===== config.mk =====
export PLATFORM = sky130hd
export DESIGN_NAME = serial_subtractor
export DESIGN_NICKNAME = d
export VERILOG_FILES = /design/src/rtl/serial_subtractor_pkg.sv /design/src/rtl/serial_subtractor_half_sub.sv /design/src/rtl/serial_subtractor.sv
export SDC_FILE = /design/constraint.sdc
export NUM_CORES = 1
export LEC_CHECK = 0
export CAP_MARGIN = 20
export CELL_PAD_IN_SITES_DETAIL_PLACEMENT = 2
export CELL_PAD_IN_SITES_GLOBAL_PLACEMENT = 2
export CORE_MARGIN = 2
export CORE_UTILIZATION = 32
export DETAILED_ROUTE_END_ITERATION = 12
export GPL_TIMING_DRIVEN = 0
export HOLD_SLACK_MARGIN = 0.08
export PLACE_DENSITY = 0.84
export SYNTH_ARGS = -nofsm -noshare
export SYNTH_HDL_FRONTEND = slang
export SYNTH_HIERARCHICAL = 1
export SYNTH_SLANG_ARGS = --single-unit

===== constraint.sdc =====
create_clock -name clk -period 2.02 [get_ports clk]
set_clock_uncertainty 0.2 [all_clocks]
set_input_delay 0.404 -clock clk [delete_from_list [all_inputs] [get_ports clk]]
set_output_delay 0.404 -clock clk [all_outputs]
set_load 0.01 [all_outputs]

===== src/rtl/serial_subtractor_pkg.sv =====
// Shared definitions for the bit-serial subtractor: FSM state encoding,
// default operand width and the signed-overflow rule.
package serial_subtractor_pkg;

  localparam int DEFAULT_WIDTH = 8;

  typedef enum logic [1:0] {
    S_IDLE  = 2'd0,
    S_SHIFT = 2'd1,
    S_DONE  = 2'd2
  } state_e;

  // Signed overflow of a - b: operands of opposite sign and a result whose
  // sign differs from the minuend.
  function automatic logic subOverflow(input logic aMsb,
                                       input logic bMsb,
                                       input logic diffMsb);
    return (aMsb != bMsb) && (diffMsb != aMsb);
  endfunction

endpackage


===== src/rtl/serial_subtractor_half_sub.sv =====
// Half-subtractor cell: difference and borrow of in1 - in2 for one bit.
// Two of these plus an OR on the borrows form the full-subtract bit cell.
module half_subtractor (
  input  logic in1_i,
  input  logic in2_i,
  output logic diff_o,
  output logic bout_o
);

  // Borrow is needed only when subtracting 1 from 0.
  always_comb begin
    diff_o = in1_i ^ in2_i;
    bout_o = ~in1_i & in2_i;
  end

endmodule


===== src/rtl/serial_subtractor.sv =====
// Bit-serial subtractor: diff = a - b, one bit per clock, LSB first.
// Holds the control FSM, bit counter, operand/result shift registers and the
// borrow flip-flop. Results are held until the next operation commits.
module serial_subtractor
  import serial_subtractor_pkg::*;
#(
  parameter int WIDTH = DEFAULT_WIDTH
) (
  input  logic             clk,
  input  logic             rst_n,
  input  logic             start_i,
  input  logic [WIDTH-1:0] a_i,
  input  logic [WIDTH-1:0] b_i,
  output logic             busy_o,
  output logic             done_o,
  output logic [WIDTH-1:0] diff_o,
  output logic             bout_o,
  output logic             ovf_o
);

  localparam int CNT_W = $clog2(WIDTH);
  localparam logic [CNT_W-1:0] LAST_BIT = CNT_W'(WIDTH - 1);

  state_e           state_q, state_d;
  logic [WIDTH-1:0] aSh_q, aSh_d;
  logic [WIDTH-1:0] bSh_q, bSh_d;
  logic [WIDTH-1:0] res_q, res_d;
  logic [WIDTH-1:0] diff_q, diff_d;
  logic [CNT_W-1:0] cnt_q, cnt_d;
  logic             brw_q, brw_d;
  logic             aMsb_q, aMsb_d;
  logic             bMsb_q, bMsb_d;
  logic             bout_q, bout_d;
  logic             ovf_q, ovf_d;

  logic             partDiff, partBorrow;
  logic             bitDiff, carryBorrow;
  logic             bitBorrow;

  // First cell subtracts the operand bits, second cell subtracts the
  // incoming borrow from that partial difference.
  half_subtractor uOperandCell (
    .in1_i  (aSh_q[0]),
    .in2_i  (bSh_q[0]),
    .diff_o (partDiff),
    .bout_o (partBorrow)
  );

  half_subtractor uBorrowCell (
    .in1_i  (partDiff),
    .in2_i  (brw_q),
    .diff_o (bitDiff),
    .bout_o (carryBorrow)
  );

  // Either stage producing a borrow means the bit as a whole borrows.
  always_comb begin
    bitBorrow = partBorrow | carryBorrow;
  end

  // Next-state logic: load on an accepted start, shift one bit per cycle,
  // commit the visible result on the last bit.
  always_comb begin
    state_d = state_q;
    aSh_d   = aSh_q;
    bSh_d   = bSh_q;
    res_d   = res_q;
    diff_d  = diff_q;
    cnt_d   = cnt_q;
    brw_d   = brw_q;
    aMsb_d  = aMsb_q;
    bMsb_d  = bMsb_q;
    bout_d  = bout_q;
    ovf_d   = ovf_q;

    case (state_q)
      S_IDLE, S_DONE: begin
        if (start_i) begin
          aSh_d   = a_i;
          bSh_d   = b_i;
          aMsb_d  = a_i[WIDTH-1];
          bMsb_d  = b_i[WIDTH-1];
          brw_d   = 1'b0;
          cnt_d   = '0;
          state_d = S_SHIFT;
        end else begin
          state_d = S_IDLE;
        end
      end

      S_SHIFT: begin
        aSh_d = aSh_q >> 1;
        bSh_d = bSh_q >> 1;
        res_d = {bitDiff, res_q[WIDTH-1:1]};
        brw_d = bitBorrow;
        if (cnt_q == LAST_BIT) begin
          cnt_d   = '0;
          diff_d  = {bitDiff, res_q[WIDTH-1:1]};
          bout_d  = bitBorrow;
          ovf_d   = subOverflow(aMsb_q, bMsb_q, bitDiff);
          state_d = S_DONE;
        end else begin
          cnt_d = cnt_q + 1'b1;
        end
      end

      default: state_d = S_IDLE;
    endcase
  end

  // State and datapath registers; reset aborts any operation in flight.
  always_ff @(posedge clk or negedge rst_n) begin
    if (!rst_n) begin
      state_q <= S_IDLE;
      aSh_q   <= '0;
      bSh_q   <= '0;
      res_q   <= '0;
      diff_q  <= '0;
      cnt_q   <= '0;
      brw_q   <= 1'b0;
      aMsb_q  <= 1'b0;
      bMsb_q  <= 1'b0;
      bout_q  <= 1'b0;
      ovf_q   <= 1'b0;
    end else begin
      state_q <= state_d;
      aSh_q   <= aSh_d;
      bSh_q   <= bSh_d;
      res_q   <= res_d;
      diff_q  <= diff_d;
      cnt_q   <= cnt_d;
      brw_q   <= brw_d;
      aMsb_q  <= aMsb_d;
      bMsb_q  <= bMsb_d;
      bout_q  <= bout_d;
      ovf_q   <= ovf_d;
    end
  end

  // Status and result outputs are decoded straight from registers.
  always_comb begin
    busy_o = (state_q == S_SHIFT);
    done_o = (state_q == S_DONE);
    diff_o = diff_q;
    bout_o = bout_q;
    ovf_o  = ovf_q;
  end

endmodule


==> summary.txt <==
Run status
  • Status: finished clean

Placed design
  • Port buffer count: 30
  • Post-Place Cells: 278
  • Hpwl dp: 3.24 mm
  • Post-Place Setup Slack: -0.0445 ns
  • GP Congestion: 0.709

STA
  • Fin Hold WS: 0.306 ns
  • Setup Viol. Count Final: 0
  • Final hold vios: 0
  • Final min period: 1.89 ns
  • Tcrit/Tclk final: 93.4%
  • Worst slew pin tran: 0.500 ns
  • Fin. max-slew vios: 0
  • Worst rel slew slack: 66.7%
  • RSZ-0062 raised after global routing: false
  • Crit path setup slack, layout: 0.134 ns
  • Max Freq: 0.530 GHz

Pwr
  • Psw: 1.36 mW
  • P_int: 2.25 mW
  • Seq pwr share: 40.6%
  • Gate power share: 43.9%
  • Worst vdd ir: 608 µV
  • Pwr dens: 1580 nW/µm²
  • Lkg Pwr: 1.09 nW
  • Net Sw Frac: 37.7%
  • Clk network pwr share: 15.4%

Finish
  • Fin cells: 286
  • Antenna cell count: 0
  • Multi-input logic area: 651 µm²
  • FF/Latch Area: 1030 µm²
  • Area growth, synth to finish: 28.0%
  • Fillers: 582
  • Share of layout cells above drive strength 1: 13.6%
  • Commonest non-fill, non-tap cell in the layout: nand2_1
  • Post-layout nets: 237
  • Most frequent cells in the layout: nand2_1, dfrtp_1, clkdlybuf4s50_1

Routing
  • 1st-iter DRT viols: 51
  • Total length of routed wires: 4.46 mm
  • Vias post-DR: 1376
  • ANT nets after route: 0
  • # DRC: 0
  • DR vias/cell: 4.81
  • WL per Instance: 15.6 µm
  • DR pass1 iterations: 4

Worst setup path
  • Worst EP required: 1.42 ns
  • CP Max Fanout: 10
  • Reg2Reg Depth: 5
  • Startpoint Class: register
  • RR Startpoint: cnt_q[0]$_DFFE_PN0P_
  • Setup Crit Path Kind: reg2out
  • Internal reg-to-reg setup slack: 0.17 ns
  • WP data arrival: 1.28 ns
  • Endpoint class of the critical path: output pin
  • Reg2reg end: diff_o[7]$_DFFE_PN0P_

GRT
  • Overall global routing resource usage: 16.5%
  • Initial antenna violation count: 0
  • First-pass GRT wire length: 7.89 mm
  • Vias in the first global route: 1578
  • Largest net degree at the start of global routing: 27
  • Congestion Overflow GR: 0

Clocking
  • Post-CTS setup buffer count: 0
  • Clock root cell: clkbuf_8
  • TritonCTS Buffers: 5
  • CTS H-tree lvls: 2
  • CTS Sinks: 41
  • Worst-path clk slew: 0.08 ns
  • CTS tree: done
  • Clk_lat worst skew: 0.30 ns
  • CTS Buffer Depth: 2

Synthesis
  • Synth warn: 6
  • Netlist cell types: 24
  • Synth Instances: 175
  • Avg Synthesized Cell Area: 10.2 µm²
  • #FFs+latches synth: 41
  • Sequential share of the synthesized area: 57.7%
  • Post-synthesis cell area: 1780 µm²
  • Syn_nets: 198

Die
  • Die X: 78.6 µm
  • Die Area: 6170 µm²
  • Row count: 27
  • Starting Density: 32.7%
  • Core Region: 5440 µm²
  • DIE HEIGHT: 78.6 µm
  • Boundary Pins: 31

Min path
  • Min-Delay Path Class: reg2reg
  • WHS Path Cells: 2
  • Hold path endpoint: bout_o$_DFFE_PN0P_
  • HP Start: bout_o$_DFFE_PN0P_

Run
  • Max-Cap Viols: 0
[worst max-delay path: stages (launching register included)]
cell	delay, ns
dfrtp_1	0.38
nand2b_1	0.17
inv_1	0.10
buf_4	0.18
clkbuf_2	0.15
[sequential cells by signal, indices dropped and copies added (netlist names)]
signal,flops
res_q,7
cnt_q,3
bMsb_q,1
ovf_o,1
state_q,2
aMsb_q,1
bSh_q,8
brw_q,1
bout_o,1
aSh_q,8
diff_o,8
[metrics by stage]
| step | cell area [µm²] | total power, mW | TNS, ns | utilization [%] |
|---|---|---|---|---|
| 6_report | 2280 | 3.61 | 0 | 41.9 |
| 5_1_grt | 2280 | 3.93 | 0 | 41.9 |
| 4_1_cts | 2280 | 3.67 | 0 | 42.0 |
| 3_5_place_dp | 2180 | 3.08 | -0.0445 | 40.2 |
| 3_3_place_gp | 2170 | 2.95 | -30.45 | 39.9 |
| 2_1_floorplan | 1780 | 2.43 | 0 | - |
[what timing repair did]
| action | CTS | global route |
|---|---|---|
| hold buffers | 1 | 0 |
| resized for setup | 4 | 2 |
| hold endpoints to repair | 15 | 0 |
| endpoints found under the setup margin | 2 | 2 |
[cell usage after synthesis, drive strengths merged]
master	instances	area share (%)
a21o	1	0.42
mux2	8	6.1
nand2	57	12
a21oi	1	0.28
nand3b	1	0.63
nor3b	1	0.42
inv	7	1.5
clkbuf	1	0.21
nor2	16	3.5
nor2b	3	1.1
buf	9	4.1
nor3	1	0.28
nand2b	2	0.70
o2bb2ai	1	0.49
a31oi	14	4.9
a32o	1	0.56
o21ai	3	0.84
dfrtp	41	58
a22o	3	1.5
ha	4	2.8
[how the worst max path moves through the flow]
stage / startpoint / to / slack (ns) / depth (start not counted)
floorplan: cnt_q[0]$_DFFE_PN0P_ / diff_o[3]$_DFFE_PN0P_ / 0.34 / 5
global placement: rst_n / diff_o[1]$_DFFE_PN0P_ / -0.74 / 1
detailed placement: state_q[1]$_DFFE_PN0P_ / busy_o / -0.04 / 4
CTS: state_q[1]$_DFFE_PN0P_ / busy_o / 0.006 / 4
global route: aSh_q[0]$_DFFE_PN0P_ / ovf_o$_DFFE_PN0P_ / 0.04 / 9
finish: state_q[1]$_DFFE_PN0P_ / busy_o / 0.13 / 4
[power by group through the flow]
stage	Clock [mW]	Combinational [mW]	Sequential, mW
finish	0.557	1.58	1.46
global route	0.601	1.81	1.52
CTS	0.568	1.63	1.47
detailed placement	0	1.60	1.48
global placement	0	1.49	1.46
floorplan	0	0.971	1.46
[cells by family (layout without fill, tap and decap cells)]
logic type,after synthesis,after routing,share of synthesized area [%]
mux,8,8,6.12
buf+inv,17,56,5.77
fa+ha+maj,4,4,2.81
simple gates,81,81,18.6
flops,41,41,57.7
compound gates,24,24,9.00
[layer usage]
metal  global-route usage (%)  wire length, µm  vias up
li1                         -                -      648
met1                     21.5             1990      705
met2                     27.4             2320       15
met3                     3.10               86        8
met4                     5.79               71        0
met5                        0                0        -
[layout make-up]
cell class / instances / area share [%]
Clock buffer: 7 / 3.79
Timing Repair Buffer: 32 / 14.0
Multi-Input combinational cell: 117 / 28.6
Inverter: 7 / 1.15
Buffer: 10 / 3.46
Sequential cell: 41 / 45.1
Tap cell: 72 / 3.96
Power figures use the tool's default switching activity.
